**config.mk**
```make
export PLATFORM = sky130hd
export DESIGN_NAME = bsg_manycore_ruche_x_edge_merge
export DESIGN_NICKNAME = d
export VERILOG_FILES = /design/src/rtl/bsg_manycore_ruche_x_edge_merge.sv
export SDC_FILE = /design/constraint.sdc
export NUM_CORES = 1
export LEC_CHECK = 0
export BUFFER_PORTS_ARGS = -buffer_cell sky130_fd_sc_hd__clkbuf_2
export CORE_MARGIN = 3
export CORE_UTILIZATION = 30
export DETAILED_ROUTE_END_ITERATION = 7
export GPL_TIMING_DRIVEN = 0
export HOLD_SLACK_MARGIN = 0.1
export PLACE_DENSITY = 0.57
export SYNTH_ARGS = -nofsm -noshare
export SYNTH_HDL_FRONTEND = slang
export SYNTH_SLANG_ARGS = --single-unit
```
**constraint.sdc**
```tcl
create_clock -name clk_i -period 4.75 [get_ports clk_i]
set_input_delay 0.7125 -clock clk_i [delete_from_list [all_inputs] [get_ports clk_i]]
set_output_delay 0.7125 -clock clk_i [all_outputs]
set_load 0.03 [all_outputs]
```
**src/rtl/bsg_manycore_ruche_x_edge_merge.sv**
```systemverilog
// Ruche-X edge merge: folds the local mesh lane and the ruche lanes that
// leave the subarray edge onto a single mesh-compatible packet stream.
// Each lane is buffered in a small FIFO; a round-robin arbiter with a grant
// lock drains the FIFOs onto one valid/ready output.
//
// Arbiter states
//   state    | meaning
//   ---------+-----------------------------------------------------------
//   ST_IDLE  | no offer was pending last cycle; grant follows the rr scan
//   ST_OFFER | a packet was just accepted and more remain; grant re-scanned
//   ST_HOLD  | an offer was refused; grant and output are locked
`timescale 1ns/1ps

module bsg_manycore_ruche_x_edge_merge
    #(parameter int packet_width_p   = 64
    , parameter int ruche_factor_X_p = 3
    , parameter int fifo_els_p       = 2
    , localparam int num_lanes_lp    = ruche_factor_X_p + 1
    , localparam int lg_lanes_lp     = (num_lanes_lp > 1) ? $clog2(num_lanes_lp) : 1)
    (input  logic                                     clk_i
    , input  logic                                    reset_i
    , input  logic [num_lanes_lp-1:0]                 lane_v_i
    , input  logic [num_lanes_lp*packet_width_p-1:0]  lane_packet_i
    , output logic [num_lanes_lp-1:0]                 lane_ready_o
    , output logic                                    out_v_o
    , output logic [packet_width_p-1:0]               out_packet_o
    , output logic [lg_lanes_lp-1:0]                  out_lane_o
    , input  logic                                    out_ready_i
    , output logic [num_lanes_lp*8-1:0]               lane_count_o
    );

    localparam int cnt_w_lp = $clog2(fifo_els_p + 1);
    localparam int ptr_w_lp = (fifo_els_p > 1) ? $clog2(fifo_els_p) : 1;

    localparam logic [1:0] ST_IDLE  = 2'd0;
    localparam logic [1:0] ST_OFFER = 2'd1;
    localparam logic [1:0] ST_HOLD  = 2'd2;

    logic [packet_width_p-1:0] mem_r     [num_lanes_lp][fifo_els_p];
    logic [ptr_w_lp-1:0]       rd_ptr_r  [num_lanes_lp];
    logic [ptr_w_lp-1:0]       wr_ptr_r  [num_lanes_lp];
    logic [cnt_w_lp-1:0]       fifo_cnt_r[num_lanes_lp];
    logic [cnt_w_lp-1:0]       cnt_next  [num_lanes_lp];
    logic [7:0]                lane_count_r[num_lanes_lp];

    logic [num_lanes_lp-1:0] nonempty;
    logic [num_lanes_lp-1:0] full;
    logic [num_lanes_lp-1:0] enq;
    logic [num_lanes_lp-1:0] deq;
    logic [num_lanes_lp-1:0] pending;

    logic [1:0]             state_r, state_next;
    logic [lg_lanes_lp-1:0] rr_ptr_r;
    logic [lg_lanes_lp-1:0] grant_r;
    logic [lg_lanes_lp-1:0] rr_grant;
    logic [lg_lanes_lp-1:0] grant;
    logic                   accept;

    function automatic logic [ptr_w_lp-1:0] ptr_inc(input logic [ptr_w_lp-1:0] p);
        return (p == ptr_w_lp'(fifo_els_p - 1)) ? '0 : p + 1'b1;
    endfunction

    // Occupancy flags; ready depends only on stored occupancy, never on out_ready_i
    always_comb begin
        for (int i = 0; i < num_lanes_lp; i++) begin
            nonempty[i] = (fifo_cnt_r[i] != '0);
            full[i]     = (fifo_cnt_r[i] == cnt_w_lp'(fifo_els_p));
            enq[i]      = lane_v_i[i] & ~full[i];
        end
    end

    assign lane_ready_o = ~full;

    // Round-robin scan: first non-empty lane at or after the pointer
    always_comb begin
        int idx;
        logic found;
        idx      = 0;
        found    = 1'b0;
        rr_grant = '0;
        for (int k = 0; k < num_lanes_lp; k++) begin
            idx = int'(rr_ptr_r) + k;
            if (idx >= num_lanes_lp) idx = idx - num_lanes_lp;
            if (!found && nonempty[idx]) begin
                found    = 1'b1;
                rr_grant = lg_lanes_lp'(idx);
            end
        end
    end

    // A refused offer keeps its lane so the output stays stable until taken
    assign grant        = (state_r == ST_HOLD) ? grant_r : rr_grant;
    assign out_v_o      = |nonempty;
    assign accept       = out_v_o & out_ready_i;
    assign out_lane_o   = grant;
    assign out_packet_o = mem_r[grant][rd_ptr_r[grant]];

    // Dequeue selection and next occupancy
    always_comb begin
        for (int i = 0; i < num_lanes_lp; i++) begin
            deq[i]      = accept & (grant == lg_lanes_lp'(i));
            cnt_next[i] = fifo_cnt_r[i] + cnt_w_lp'(enq[i]) - cnt_w_lp'(deq[i]);
            pending[i]  = (cnt_next[i] != '0);
        end
    end

    // Arbiter next state
    always_comb begin
        state_next = state_r;
        if (accept)
            state_next = (|pending) ? ST_OFFER : ST_IDLE;
        else if (out_v_o)
            state_next = ST_HOLD;
        else
            state_next = ST_IDLE;
    end

    // FIFO pointers and occupancy; reset discards anything buffered
    always_ff @(posedge clk_i or posedge reset_i) begin
        if (reset_i) begin
            for (int i = 0; i < num_lanes_lp; i++) begin
                fifo_cnt_r[i] <= '0;
                rd_ptr_r[i]   <= '0;
                wr_ptr_r[i]   <= '0;
            end
        end else begin
            for (int i = 0; i < num_lanes_lp; i++) begin
                fifo_cnt_r[i] <= cnt_next[i];
                if (enq[i]) wr_ptr_r[i] <= ptr_inc(wr_ptr_r[i]);
                if (deq[i]) rd_ptr_r[i] <= ptr_inc(rd_ptr_r[i]);
            end
        end
    end

    // FIFO storage; contents are don't-care while the count says empty
    always_ff @(posedge clk_i) begin
        for (int i = 0; i < num_lanes_lp; i++) begin
            if (enq[i])
                mem_r[i][wr_ptr_r[i]] <= lane_packet_i[i*packet_width_p +: packet_width_p];
        end
    end

    // Arbiter state, round-robin pointer and grant lock
    always_ff @(posedge clk_i or posedge reset_i) begin
        if (reset_i) begin
            state_r  <= ST_IDLE;
            rr_ptr_r <= '0;
            grant_r  <= '0;
        end else begin
            state_r <= state_next;
            if (accept)
                rr_ptr_r <= (grant == lg_lanes_lp'(num_lanes_lp - 1)) ? '0 : grant + 1'b1;
            if (out_v_o && !out_ready_i)
                grant_r <= grant;
        end
    end

    // Per-lane accepted-packet counters, free-running 8-bit wrap
    always_ff @(posedge clk_i or posedge reset_i) begin
        if (reset_i) begin
            for (int i = 0; i < num_lanes_lp; i++) lane_count_r[i] <= '0;
        end else begin
            for (int i = 0; i < num_lanes_lp; i++)
                if (deq[i]) lane_count_r[i] <= lane_count_r[i] + 8'd1;
        end
    end

    for (genvar g = 0; g < num_lanes_lp; g++) begin : g_cnt
        assign lane_count_o[g*8 +: 8] = lane_count_r[g];
    end

endmodule
```
==> flow_metrics.tcl <==
set metrics [dict create \
    grt_pass1_wl_mm 91.5 \
    die_w_um 281 \
    status "finished clean" \
    yosysWarnings 0 \
    drt-total-wl_mm 63.1 \
    yosysTopAreaCell "edfxtp_1" \
    dieArea_um2 79100 \
    fill_cells 7078 \
    syn_avg_cell_area_um2 16.2 \
    fin_util_pct 37.9 \
    worstSetupStartpointType "flip-flop" \
    drt_iter0_markers 754 \
    fin_crit_sh_pct 92.9 \
    syn-num-nets 1676 \
    core_um2 74700 \
    crit_type "flip-flop to primary output" \
    rows 100 \
    relSlewSlack_pct 9.78 \
    fmax_ghz 0.226 \
    setup_viol 0 \
    leakage_nw 10.6 \
    cts_buffers 68 \
    hold_path.class "input port to flip-flop" \
    grt_usage_pct 15.8 \
    fin_worst_skew_ns 0.0203 \
    ys_seq_area_share_pct 73.6 \
    p_per_area_nw_per_um2 766 \
    finalNetCount 2126 \
    cts_buffer_depth 3 \
    synth-edff-count 512 \
    ys_types 53 \
    grt_max_degree 38 \
    rsz0062_at_grt "false" \
    place_area_um2 26100 \
    firstDrtPassIters 7 \
    fin_hold_ws_ns 0.292 \
    start_util_pct 30.4 \
    h-tree-depth 3 \
    routabilityCongestion 0.776 \
    synth_async_sr_flop_share_pct 9.54 \
    finalInstanceArea_um2 28300 \
    yosys-top-cells-area "edfxtp_1 (68%), mux2_2 (6.6%), dfrtp_1 (5.9%)" \
    tritoncts "done" \
    worst_slew_pin_slew_ns 1.35 \
    grt_pass1_vias 14500 \
    synth_seq_cells 566 \
    area_delta_synth_final_pct 24.5 \
    syn_area_um2 22700 \
    final_layout_size_suffix_gt1_share_pct 34.5 \
    synth_flop_cell "edfxtp_1" \
    dieHeight_um 281 \
    ir_drop_v 0.000537 \
    maxSlewViolCount 0 \
    synth_top_area_share_pct 67.7 \
    clock-root-buffer "clkbuf_16" \
    final-hold-violation-count 0 \
    clock_latency_ns 0.61 \
    netlist_instances 1400 \
    worst_setup_path_end_kind "primary output" \
    drc 0 \
    drv_cap 0 \
    power.total_mw 21.7 \
    portBuffers 365 \
    cp.arrival_ns 3.70 \
    cp_max_fo 10 \
    hpwl_mm 46.4 \
    min_period_ns 4.42 \
    antenna_found_initial 20 \
    path_clk_slew_ns 0.06 \
    avgRoutedWirePerCell_um 21.9 \
    ioPinCount 366 \
    antenna_left 0 \
    cts_sinks 566 \
    grt_overflow_total 0 \
    drt-vias-per-instance 4.69 \
    vias 13500 \
    required_ns 4.04 \
]
==> stage by stage <==
step | TNS [ns] | std cells | setup slack (ns)
floorplan | 0 | 1400 | 0.647
global placement | -436.40 | 2734 | -1.81
detailed placement | 0 | 2747 | 0.359
CTS | 0 | 2871 | 0.0127
global route | 0 | 2872 | 0.0431
finish | 0 | 2878 | 0.335
==> cells in the mapped netlist (2+ instances only) <==
master and instances:
a21oi_1 66, a22o_1 2, a31oi_1 2, and2_1 2, and3_1 7, buf_1 6
buf_2 10, buf_4 7, buf_6 3, clkbuf_1 48, dfrtp_1 54, edfxtp_1 512
ha_1 13, inv_1 9, mux2_2 133, mux2i_1 128, nand2_1 82, nand2b_1 5
nand3_1 14, nand3b_1 2, nand4_1 8, nor2_1 78, nor2_2 3, nor2b_1 2
nor3_1 6, nor4_1 3, o211ai_1 64, o21ai_0 9, o21ai_1 56, xnor2_1 28
xor2_1 16
==> area by class of cell <==
class                   count  area (µm²)  area share, %
flip-flops and latches    566       16700           59.1
plain buffers              74         350           1.24
multi-input cells         751        5680           20.1
clock buffers              79        1760           6.24
inverters                   9        33.8          0.119
clock inverters            43         385           1.36
well taps                 969        1210           4.29
diodes                      7        17.5         0.0619
repair buffers            380        2130           7.52
==> worst max-delay path, cell delays in order, from the launching register on <==
cell	delay (ns)
dfrtp_1	0.43
or2_4	0.29
a221oi_2	0.28
a22o_1	0.22
buf_6	0.27
buf_2	0.46
buf_1	0.52
o211ai_1	0.23
o21ai_1	0.13
clkbuf_2	0.23
==> power by group <==
part / switching (mW) / internal [mW] / leakage [nW]
Clock: 2.08 / 2.91 / 1.05
Combinational: 6.50 / 2.95 / 4.13
Sequential: 0.423 / 6.80 / 5.43
==> logic make-up after synthesis <==
| kind of cell | count (synthesis) | synth area share, % |
|---|---|---|
| mux | 262 | 12.3 |
| fa+ha+maj | 13 | 0.716 |
| flops | 566 | 73.6 |
| simple gates | 225 | 4.54 |
| buf+inv | 83 | 1.64 |
| compound gates | 207 | 5.53 |
| xor+xnor | 44 | 1.70 |
==> final timing paths <==
kind                                         from  depth (start not counted)  slack [ns]          endpoint
worst max-delay path                fifo_cnt_r[7]                          9        0.33  out_packet_o[35]
worst min-delay path            lane_packet_i[34]                          1        0.29      mem_r[0][34]
worst max register to register      fifo_cnt_r[5]                         13        1.32        state_r[0]
worst min register to register   lane_count_o[31]                          1        0.47  lane_count_o[31]
max in group asynchronous                 reset_i                          4        3.54   lane_count_o[5]
min in group asynchronous                 reset_i                          3        0.66  lane_count_o[14]
==> sequential cells by signal, summed over array words and instances (netlist names) <==
register	cells
fifo_cnt_r	8
lane_count_o	32
state_r	2
grant_r	2
mem_r	512
rd_ptr_r	4
wr_ptr_r	4
rr_ptr_r	2
==> per-layer routing <==
layer | vias to the layer above | track usage, % | wire length, µm
li1 | 6293 | - | -
met1 | 6700 | 19.9 | 26500
met5 | - | 0 | 132
met3 | 105 | 4.54 | 4290
met2 | 394 | 26.3 | 30500
met4 | 18 | 5.18 | 1660
==> placed cells by master, fill, tap and decap left out, types with 5 or more instances in the layout <==
cell type / synthesis / routed
buf_1: 6 / 5
o211ai_1: 64 / 64
nand4_1: 8 / 8
clkbuf_16: 0 / 69
clkinv_1: 0 / 17
edfxtp_1: 512 / 512
clkinv_2: 0 / 11
mux2i_1: 128 / 128
inv_1: 9 / 8
diode_2: 0 / 7
mux2_2: 133 / 133
a21oi_1: 66 / 66
nor3_1: 6 / 6
clkbuf_1: 48 / 52
o21ai_0: 9 / 9
o21ai_1: 56 / 56
ha_1: 13 / 13
nand2_1: 82 / 82
nand2b_1: 5 / 5
buf_4: 7 / 8
dfrtp_1: 54 / 54
buf_12: 0 / 10
xnor2_1: 28 / 28
clkbuf_2: 0 / 372
nor2_1: 78 / 74
xor2_1: 16 / 16
nand3_1: 14 / 14
buf_2: 10 / 9
==> timing repair <==
item                                    4_1_cts  5_1_grt
hold endpoints to repair                     19        0
resized for setup                             1        6
hold buffers                                  1        0
endpoints found under the setup margin       63        9
pin swaps                                     1        0
setup buffers                                 1        0
Power figures use the tool's default switching activity.
